===== config.mk =====
export PLATFORM = sky130hd
export DESIGN_NAME = midi_key_rx
export DESIGN_NICKNAME = d
export VERILOG_FILES = /design/src/rtl/midi_key_rx.sv
export SDC_FILE = /design/constraint.sdc
export NUM_CORES = 1
export LEC_CHECK = 0
export CORE_ASPECT_RATIO = 0.8
export CORE_UTILIZATION = 50
export DETAILED_ROUTE_END_ITERATION = 8
export PLACE_DENSITY = 0.69
export SYNTH_ARGS = -nofsm -noshare
export SYNTH_HDL_FRONTEND = slang
export SYNTH_SLANG_ARGS = --single-unit

===== constraint.sdc =====
create_clock -name clock -period 6.5 [get_ports clock]
set_clock_uncertainty 0.15 [all_clocks]
set_input_delay 1.625 -clock clock [delete_from_list [all_inputs] [get_ports clock]]
set_output_delay 1.625 -clock clock [all_outputs]
set_load 0.05 [all_outputs]

===== src/rtl/midi_key_rx.sv =====
// MIDI serial receiver and two-key note tracker: 8N1 UART front end feeding a
// running-status note-on/off parser that holds up to two sounding notes.
module midi_key_rx #(
    parameter int CLKS_PER_BIT = 2080,
    parameter int CHANNEL      = 16
) (
    input  logic       clock,
    input  logic       reset,
    input  logic       midi_in,
    output logic [6:0] key1_index,
    output logic [6:0] key2_index,
    output logic       midi_ready,
    output logic       frame_err
);

    localparam int              CW      = (CLKS_PER_BIT > 2) ? $clog2(CLKS_PER_BIT) : 1;
    localparam logic [CW-1:0]   FULL_TC = CW'(CLKS_PER_BIT - 1);
    localparam logic [CW-1:0]   HALF_TC = CW'(CLKS_PER_BIT / 2 - 1);
    localparam bit              OMNI    = (CHANNEL > 15);
    localparam logic [3:0]      CH_NIB  = 4'(CHANNEL);

    // state       | meaning
    // S_IDLE      | line idle, waiting for a synchronized falling edge
    // S_START     | timing to the middle of the start bit
    // S_DATA      | sampling 8 data bits, LSB first
    // S_STOP      | sampling the stop bit
    // S_WAIT_HIGH | after a framing error, waiting for the line to go high
    typedef enum logic [2:0] {
        S_IDLE,
        S_START,
        S_DATA,
        S_STOP,
        S_WAIT_HIGH
    } uart_state_t;

    typedef enum logic [1:0] {
        CMD_NONE,
        CMD_ON,
        CMD_OFF
    } cmd_t;

    logic          sync1_q, sync2_q, sync3_q;
    uart_state_t   state_q;
    logic [CW-1:0] cnt_q;
    logic [2:0]    bit_q;
    logic [7:0]    shift_q;
    logic [7:0]    rx_byte_q;
    logic          rx_valid_q;
    logic          frame_err_q;

    // sync3_q is only the previous synchronized value, used for edge detection
    always_ff @(posedge clock) begin
        if (reset) begin
            sync1_q     <= 1'b1;
            sync2_q     <= 1'b1;
            sync3_q     <= 1'b1;
            state_q     <= S_IDLE;
            cnt_q       <= '0;
            bit_q       <= '0;
            shift_q     <= '0;
            rx_byte_q   <= '0;
            rx_valid_q  <= 1'b0;
            frame_err_q <= 1'b0;
        end else begin
            sync1_q     <= midi_in;
            sync2_q     <= sync1_q;
            sync3_q     <= sync2_q;
            rx_valid_q  <= 1'b0;
            frame_err_q <= 1'b0;
            case (state_q)
                S_IDLE: begin
                    if (sync3_q && !sync2_q) begin
                        state_q <= S_START;
                        cnt_q   <= HALF_TC;
                    end
                end
                S_START: begin
                    if (cnt_q == '0) begin
                        if (!sync2_q) begin
                            state_q <= S_DATA;
                            cnt_q   <= FULL_TC;
                            bit_q   <= '0;
                        end else begin
                            state_q <= S_IDLE;
                        end
                    end else begin
                        cnt_q <= cnt_q - CW'(1);
                    end
                end
                S_DATA: begin
                    if (cnt_q == '0) begin
                        shift_q <= {sync2_q, shift_q[7:1]};
                        cnt_q   <= FULL_TC;
                        if (bit_q == 3'd7) begin
                            state_q <= S_STOP;
                        end else begin
                            bit_q <= bit_q + 3'd1;
                        end
                    end else begin
                        cnt_q <= cnt_q - CW'(1);
                    end
                end
                S_STOP: begin
                    if (cnt_q == '0) begin
                        if (sync2_q) begin
                            rx_byte_q  <= shift_q;
                            rx_valid_q <= 1'b1;
                            state_q    <= S_IDLE;
                        end else begin
                            frame_err_q <= 1'b1;
                            state_q     <= S_WAIT_HIGH;
                        end
                    end else begin
                        cnt_q <= cnt_q - CW'(1);
                    end
                end
                S_WAIT_HIGH: begin
                    if (sync2_q) begin
                        state_q <= S_IDLE;
                    end
                end
                default: state_q <= S_IDLE;
            endcase
        end
    end

    cmd_t       cmd_q, cmd_d;
    logic       idx_q, idx_d;
    logic [6:0] note_q, note_d;
    logic [6:0] key1_q, key1_d;
    logic [6:0] key2_q, key2_d;
    logic       ready_q, ready_d;
    logic       chan_ok;

    assign chan_ok = OMNI || (rx_byte_q[3:0] == CH_NIB);

    always_comb begin
        cmd_d  = cmd_q;
        idx_d  = idx_q;
        note_d = note_q;
        key1_d = key1_q;
        key2_d = key2_q;
        if (rx_valid_q) begin
            if (rx_byte_q[7]) begin
                // realtime bytes (F8-FF) leave running status untouched
                if (rx_byte_q[7:3] != 5'b11111) begin
                    if (chan_ok && rx_byte_q[7:4] == 4'h9) begin
                        cmd_d = CMD_ON;
                        idx_d = 1'b0;
                    end else if (chan_ok && rx_byte_q[7:4] == 4'h8) begin
                        cmd_d = CMD_OFF;
                        idx_d = 1'b0;
                    end else begin
                        cmd_d = CMD_NONE;
                    end
                end
            end else if (cmd_q != CMD_NONE) begin
                if (!idx_q) begin
                    note_d = rx_byte_q[6:0];
                    idx_d  = 1'b1;
                end else begin
                    idx_d = 1'b0;
                    if (note_q != 7'd0) begin
                        if (cmd_q == CMD_ON && rx_byte_q[6:0] != 7'd0) begin
                            if (note_q != key1_q && note_q != key2_q) begin
                                if (key1_q == 7'd0) begin
                                    key1_d = note_q;
                                end else if (key2_q == 7'd0) begin
                                    key2_d = note_q;
                                end
                            end
                        end else if (key2_q == note_q) begin
                            key2_d = 7'd0;
                        end else if (key1_q == note_q) begin
                            key1_d = key2_q;
                            key2_d = 7'd0;
                        end
                    end
                end
            end
        end
        ready_d = (key1_d != key1_q) || (key2_d != key2_q);
    end

    always_ff @(posedge clock) begin
        if (reset) begin
            cmd_q   <= CMD_NONE;
            idx_q   <= 1'b0;
            note_q  <= '0;
            key1_q  <= '0;
            key2_q  <= '0;
            ready_q <= 1'b0;
        end else begin
            cmd_q   <= cmd_d;
            idx_q   <= idx_d;
            note_q  <= note_d;
            key1_q  <= key1_d;
            key2_q  <= key2_d;
            ready_q <= ready_d;
        end
    end

    assign key1_index = key1_q;
    assign key2_index = key2_q;
    assign midi_ready = ready_q;
    assign frame_err  = frame_err_q;

endmodule


## Word level (Yosys, flattened, before mapping)

Cells that the tools add are included.

- Register bits after elaboration: 64
- Input port bits: 3
- Output and inout port bits: 16
- Word-level logic and storage cells: 124

- Add/subtract/negate cells: 2
- Equality and inequality tests: 27
- Muxes and demuxes: 51
- Bitwise gates (word level): 4
- Reduce and logical (&&, ||, !) cells: 24

Operators by type and width:

| cell | number |
|---|---|
| two-way mux 7 bit | 21 |
| two-way mux 12 bit | 5 |
| case mux 12 bit (4 select lines) | 1 |
| two-way mux 3 bit | 11 |
| != test 7 bit | 4 |
| != test 2 bit, second input constant | 9 |
| case mux 3 bit (5 select lines) | 1 |
| == test 7 bit | 2 |
| logical NOT 7 bit | 2 |
| nonzero test 7 bit | 2 |
| logical NOT 12 bit | 1 |
| AND reduction 4 bit | 3 |
| subtractor 12 x 1 -> 12 bit, second input constant | 1 |
| == test 4 bit, second input constant | 2 |
| two-way mux 1 bit | 8 |
| == test 3 x 2 -> 1 bit, second input constant | 2 |
| == test 3 bit, second input constant | 2 |
| two-way mux 2 bit | 3 |
| case mux 3 bit (2 select lines) | 1 |
| AND reduction 3 bit | 2 |
| AND reduction 6 bit | 1 |
| nonzero test 2 bit | 3 |
| != test 5 bit, second input constant | 1 |
| AND reduction 5 bit | 1 |
| 14 further kinds | 19 |

## Depth between registers and ports, before layout

- Depth after elaboration: 12
- Gate-level depth with buffers: 10
- Depth with buffers taken out: 8

## Worst setup path after synthesis

Ideal clock, no wire load.

- Path kind: reg2reg
- Start: register key1_q[5] (netlist: key1_index[5])
- End: register ready_q (netlist: midi_ready)
- Setup time: 81 ps
- Arrival time: 2325 ps
- Required time: 6269 ps
- Slack: 3944 ps
- Cell stages (with the launch flop): 9
- Path buffers: 2
- Period minus slack after synthesis: 2556 ps
- Cell sequence: dfxtp_1 clkbuf_1 xor2_1 nor4_1 nand4_1 and2_1 clkbuf_1 nand4b_1 a41oi_1

- Longest elaborated chain between the ends: 11
- Elaborated cells on any way between the ends: 27
- Classes of those cells: eq/ne: 4; mux: 20; reduce/logical: 3

Ends and longest elaborated chain:

| element | RTL line | RTL |
|---|---|---|
| from (decl) | 130 | `logic [6:0] key1_q, key1_d;` |
| from (signal assigned) | 197 | `key1_q <= key1_d;` |
| == test 7 bit (tied with other cells) | 174 | `end else if (key1_q == note_q) begin` |
| two-way mux 7 bit (tied with other cells) | 174 |  |
| two-way mux 7 bit, on equally long branches | 172, 165 |  |
| two-way mux 7 bit | 164 | `if (cmd_q == CMD_ON && rx_byte_q[6:0] != 7'd0) begin` |
| two-way mux 7 bit | 163 | `if (note_q != 7'd0) begin` |
| two-way mux 7 bit | 158 | `if (!idx_q) begin` |
| two-way mux 7 bit | 157 | `end else if (cmd_q != CMD_NONE) begin` |
| two-way mux 7 bit | 144 | `if (rx_byte_q[7]) begin` |
| two-way mux 7 bit | 143 | `if (rx_valid_q) begin` |
| != test 7 bit | 182 | `ready_d = (key1_d != key1_q) \|\| (key2_d != key2_q);` |
| logical OR 1 bit (*) | 182 |  |
| to (signal assigned) | 199 | `ready_q <= ready_d;` |
| to (decl) | 132 | `logic ready_q, ready_d;` |

Every way passes the cells marked *; elsewhere a longest branch is shown, timed or not.
A chain may end at the register's enable or synchronous reset.

## Worst setup path after layout

- Start: register key2_q[4] (netlist: key2_index[4])
- End: output key2_index[4]

RTL lines:

| element | RTL line | RTL |
|---|---|---|
| from (decl) | 131 | `logic [6:0] key2_q, key2_d;` |
| from (signal assigned) | 198 | `key2_q <= key2_d;` |
| to (decl) | 11 | `output logic [6:0] key2_index,` |

No word-level cell between the ends.

==> out/qor.csv <==
stage;metric;value;unit
global_route;grt_pass1_wl;12900;µm
setup_path;arrival;1.77;ns
finish;fin_area;0.003680;mm²
pwr;comb_power_share;12.1;%
pwr;power_frac_clock;38.8;%
setup_path;critPathTopFamily;buffers and inverters;
synthesis;synth_area;0.003337;mm²
floorplanning;rows;26;
drt;first_pass_iters;5;
global_route;grt_antenna_before_repair;0;
synthesis;avgSynthCellArea;8.119;µm²
floorplanning;ios;19;
place;post_dp_cell_area;0.003500;mm²
clock_network;cts_hold_buffers;0;
clock_network;cts_tree;yes;
drt;via_per_inst;6.105;
clock_network;cts-resized-gates;0;
global_route;grt_overflow;0;
synthesis;synthFlopType;dfxtp_1;
run_status;outcome;complete, no violations;
floorplanning;core_area;0.006409;mm²
finish;layout-drive-gt1-share;8.738;%
floorplanning;die_h;75.07;µm
pwr;p_int;616.7;µW
pwr;switchingPower;224.1;µW
timing;worst_pin_slew;1.223;ns
global_route;grt_pass1_vias;2561;
drt;drc;0;
finish;layout.area.seq;0.001281;mm²
synthesis;ys_ff_latch;64;
drt;drt_iter0_drc;218;
synthesis;syn-num-nets;418;
synthesis;ys_async_sr_fraction;0;%
global_route;grt_start_max_net_pins;56;
floorplanning;start_util;52.07;%
pwr;p_leak;0.001303;µW
timing;final.setup.tns;0;ns
setup_path;critPathKind;register to output port;
floorplanning;die-area;0.007007;mm²
setup_path;cp-end-kind;output port;
setup_path;crit_fanout;8;
synthesis;seq_area_frac_synth;38.40;%
setup_path;critical_path_buf_inv_count;1;
finish;nets;414;
timing;slew_headroom;17.82;%
hold_path;hp-class;register to register;
synthesis;syn_inst;411;
timing;hold_viol_final;0;
floorplanning;fp.dieW;93.34;µm
run;maxCapViolCount;0;
clock_network;cts_buffer_depth;2;
pwr;seqPwrFrac;49.1;%
timing;setup_viol;0;
setup_path;cp_slowest_stage_delay;0.88;ns
global_route;grt_usage;23.89;%
timing;drv_slew;0;
pwr;p_per_area;228.5;mW/mm²
finish;multi_input_comb_area;0.001867;mm²
setup_path;cp-start-kind;register;
clock_network;clock-root-buffer;clkbuf_8;
synthesis;yosysUniqueCellTypes;56;
setup_path;cp_cell_sequence;clkdlybuf4s50_1;
drt;vias;3028;
place;globalplace.congestion;0.9297;
pwr;vdd_drop_max;0.1119;mV
timing;whs;0.2616;ns
setup_path;required;4.72;ns
drt;wl_per_cell;16.14;µm
place;dp_hpwl;5478;µm
synthesis;yosysWarningCount;0;
setup_path;slowest_stage;clkdlybuf4s50_1;
finish;area_growth;10.27;%
drt;ant_nets;0;
place;dp_slack;3.350;ns
place;place.port_buffers;18;
pwr;p_sw_share;26.65;%
timing;finalWorstPathRequiredPeriod;3.543;ns
timing;max_freq;0.2822;GHz
finish;num-fill-cells;604;
synthesis;synth_edf_count;0;
timing;rsz0062_at_grt;no;
clock_network;numCtsBuffers;9;
clock_network;cts_sinks;64;
clock_network;ctsHtreeMaxLevel;3;
finish;diodes;0;
clock_network;cts_setup_buffers;0;
timing;worst_slack;2.957;ns
clock_network;clk_latency;0.34;ns
timing;finalCritPeriodShare;54.51;%
drt;wl;8005;µm
clock_network;clkTransAtPathRegs;0.07;ns
[power by group through the flow]
| stage | clock [µW] | combinational [µW] | sequential [µW] |
|---|---|---|---|
| 2_1_floorplan | 0 | 81.0 | 418 |
| 3_3_place_gp | 0 | 98.3 | 421 |
| 3_5_place_dp | 0 | 99.9 | 422 |
| 4_1_cts | 335 | 101 | 413 |
| 5_1_grt | 349 | 114 | 414 |
| 6_report | 326 | 102 | 413 |
[cells by family (layout without fill, tap and decap cells)]
| kind of cell | after synthesis | after routing | synth area share (%) |
|---|---|---|---|
| simple gates | 159 | 159 | 24.45 |
| fa+ha+maj | 5 | 5 | 1.837 |
| flops | 64 | 64 | 38.40 |
| mux | 11 | 11 | 3.300 |
| compound gates | 97 | 97 | 19.54 |
| buf+inv | 49 | 50 | 5.662 |
| xor+xnor | 26 | 26 | 6.824 |
[metrics by stage]
step	util (%)	cells	total power [µW]
floorplan	-	411	499.0
global placement	54.61	480	519.7
detailed placement	54.61	480	521.4
CTS	57.42	496	848.6
global route	57.42	496	876.6
finish	57.42	496	840.8
[sequential cells by signal (all words and copies together), names as in the netlist, 2 cells and up]
name	count
key1_index	7
key2_index	7
cnt_q	12
rx_byte_q	8
shift_q	8
cmd_q	2
note_q	7
state_q	3
bit_q	3
[final cells by class]
class                           instances  share of cell area [%]
Clock inverter                          4                   1.224
Inverter                               13                   1.326
Timing Repair Buffer                   21                   5.372
Clock buffer                           12                   3.672
Sequential cell                        64                   34.82
Tap cell                               84                   2.856
Multi-Input combinational cell        298                   50.73
[cells in the final DEF (no fill, tap or decap), types with 17 or more instances in the layout]
cell type and count:
a21oi_1 40, clkdlybuf4s50_1 17, dfxtp_1 64, nand2_1 23, nand3_1 17, nor2_1 48, nor3_1 20
[cells in the mapped netlist (all sizes together) (6+ instances only)]
library cell  instances  area (µm²)
dfxtp                64        1281
nor2                 49       186.4
a21oi                40       200.2
clkbuf               33       123.9
nand2                23       86.33
nor3                 21       110.1
nand3                17       85.08
inv                  13       48.80
o21ai                13       65.06
xnor2                13       113.9
xor2                 13       113.9
mux2i                11       110.1
nor4                 11       75.07
a41oi                 7       61.31
nand4                 7       43.79
o221a                 6       67.56
or2                   6       37.54
[layer usage]
metal  vias to the layer above  wire [µm]  track usage (%)
met5                         -          0                0
met4                         0        152            10.09
met3                        15        742            6.162
met2                       142       3293            33.58
met1                      1388       3816            34.53
li1                       1483          -                -
[worst paths after layout]
path / cells past startpoint / to / start / slack, ns
setup reg to reg: 6 / key2_index[3]$_SDFF_PP0_ / key1_index[2]$_SDFF_PP0_ / 3.48
setup / recovery: 1 / key2_index[4] / key2_index[4]$_SDFF_PP0_ / 2.96
hold reg to reg: 1 / sync2_q$_SDFF_PP1_ / sync1_q$_SDFF_PP1_ / 0.26
hold / removal: 1 / sync2_q$_SDFF_PP1_ / sync1_q$_SDFF_PP1_ / 0.26
(Power assumes the default switching activity.)
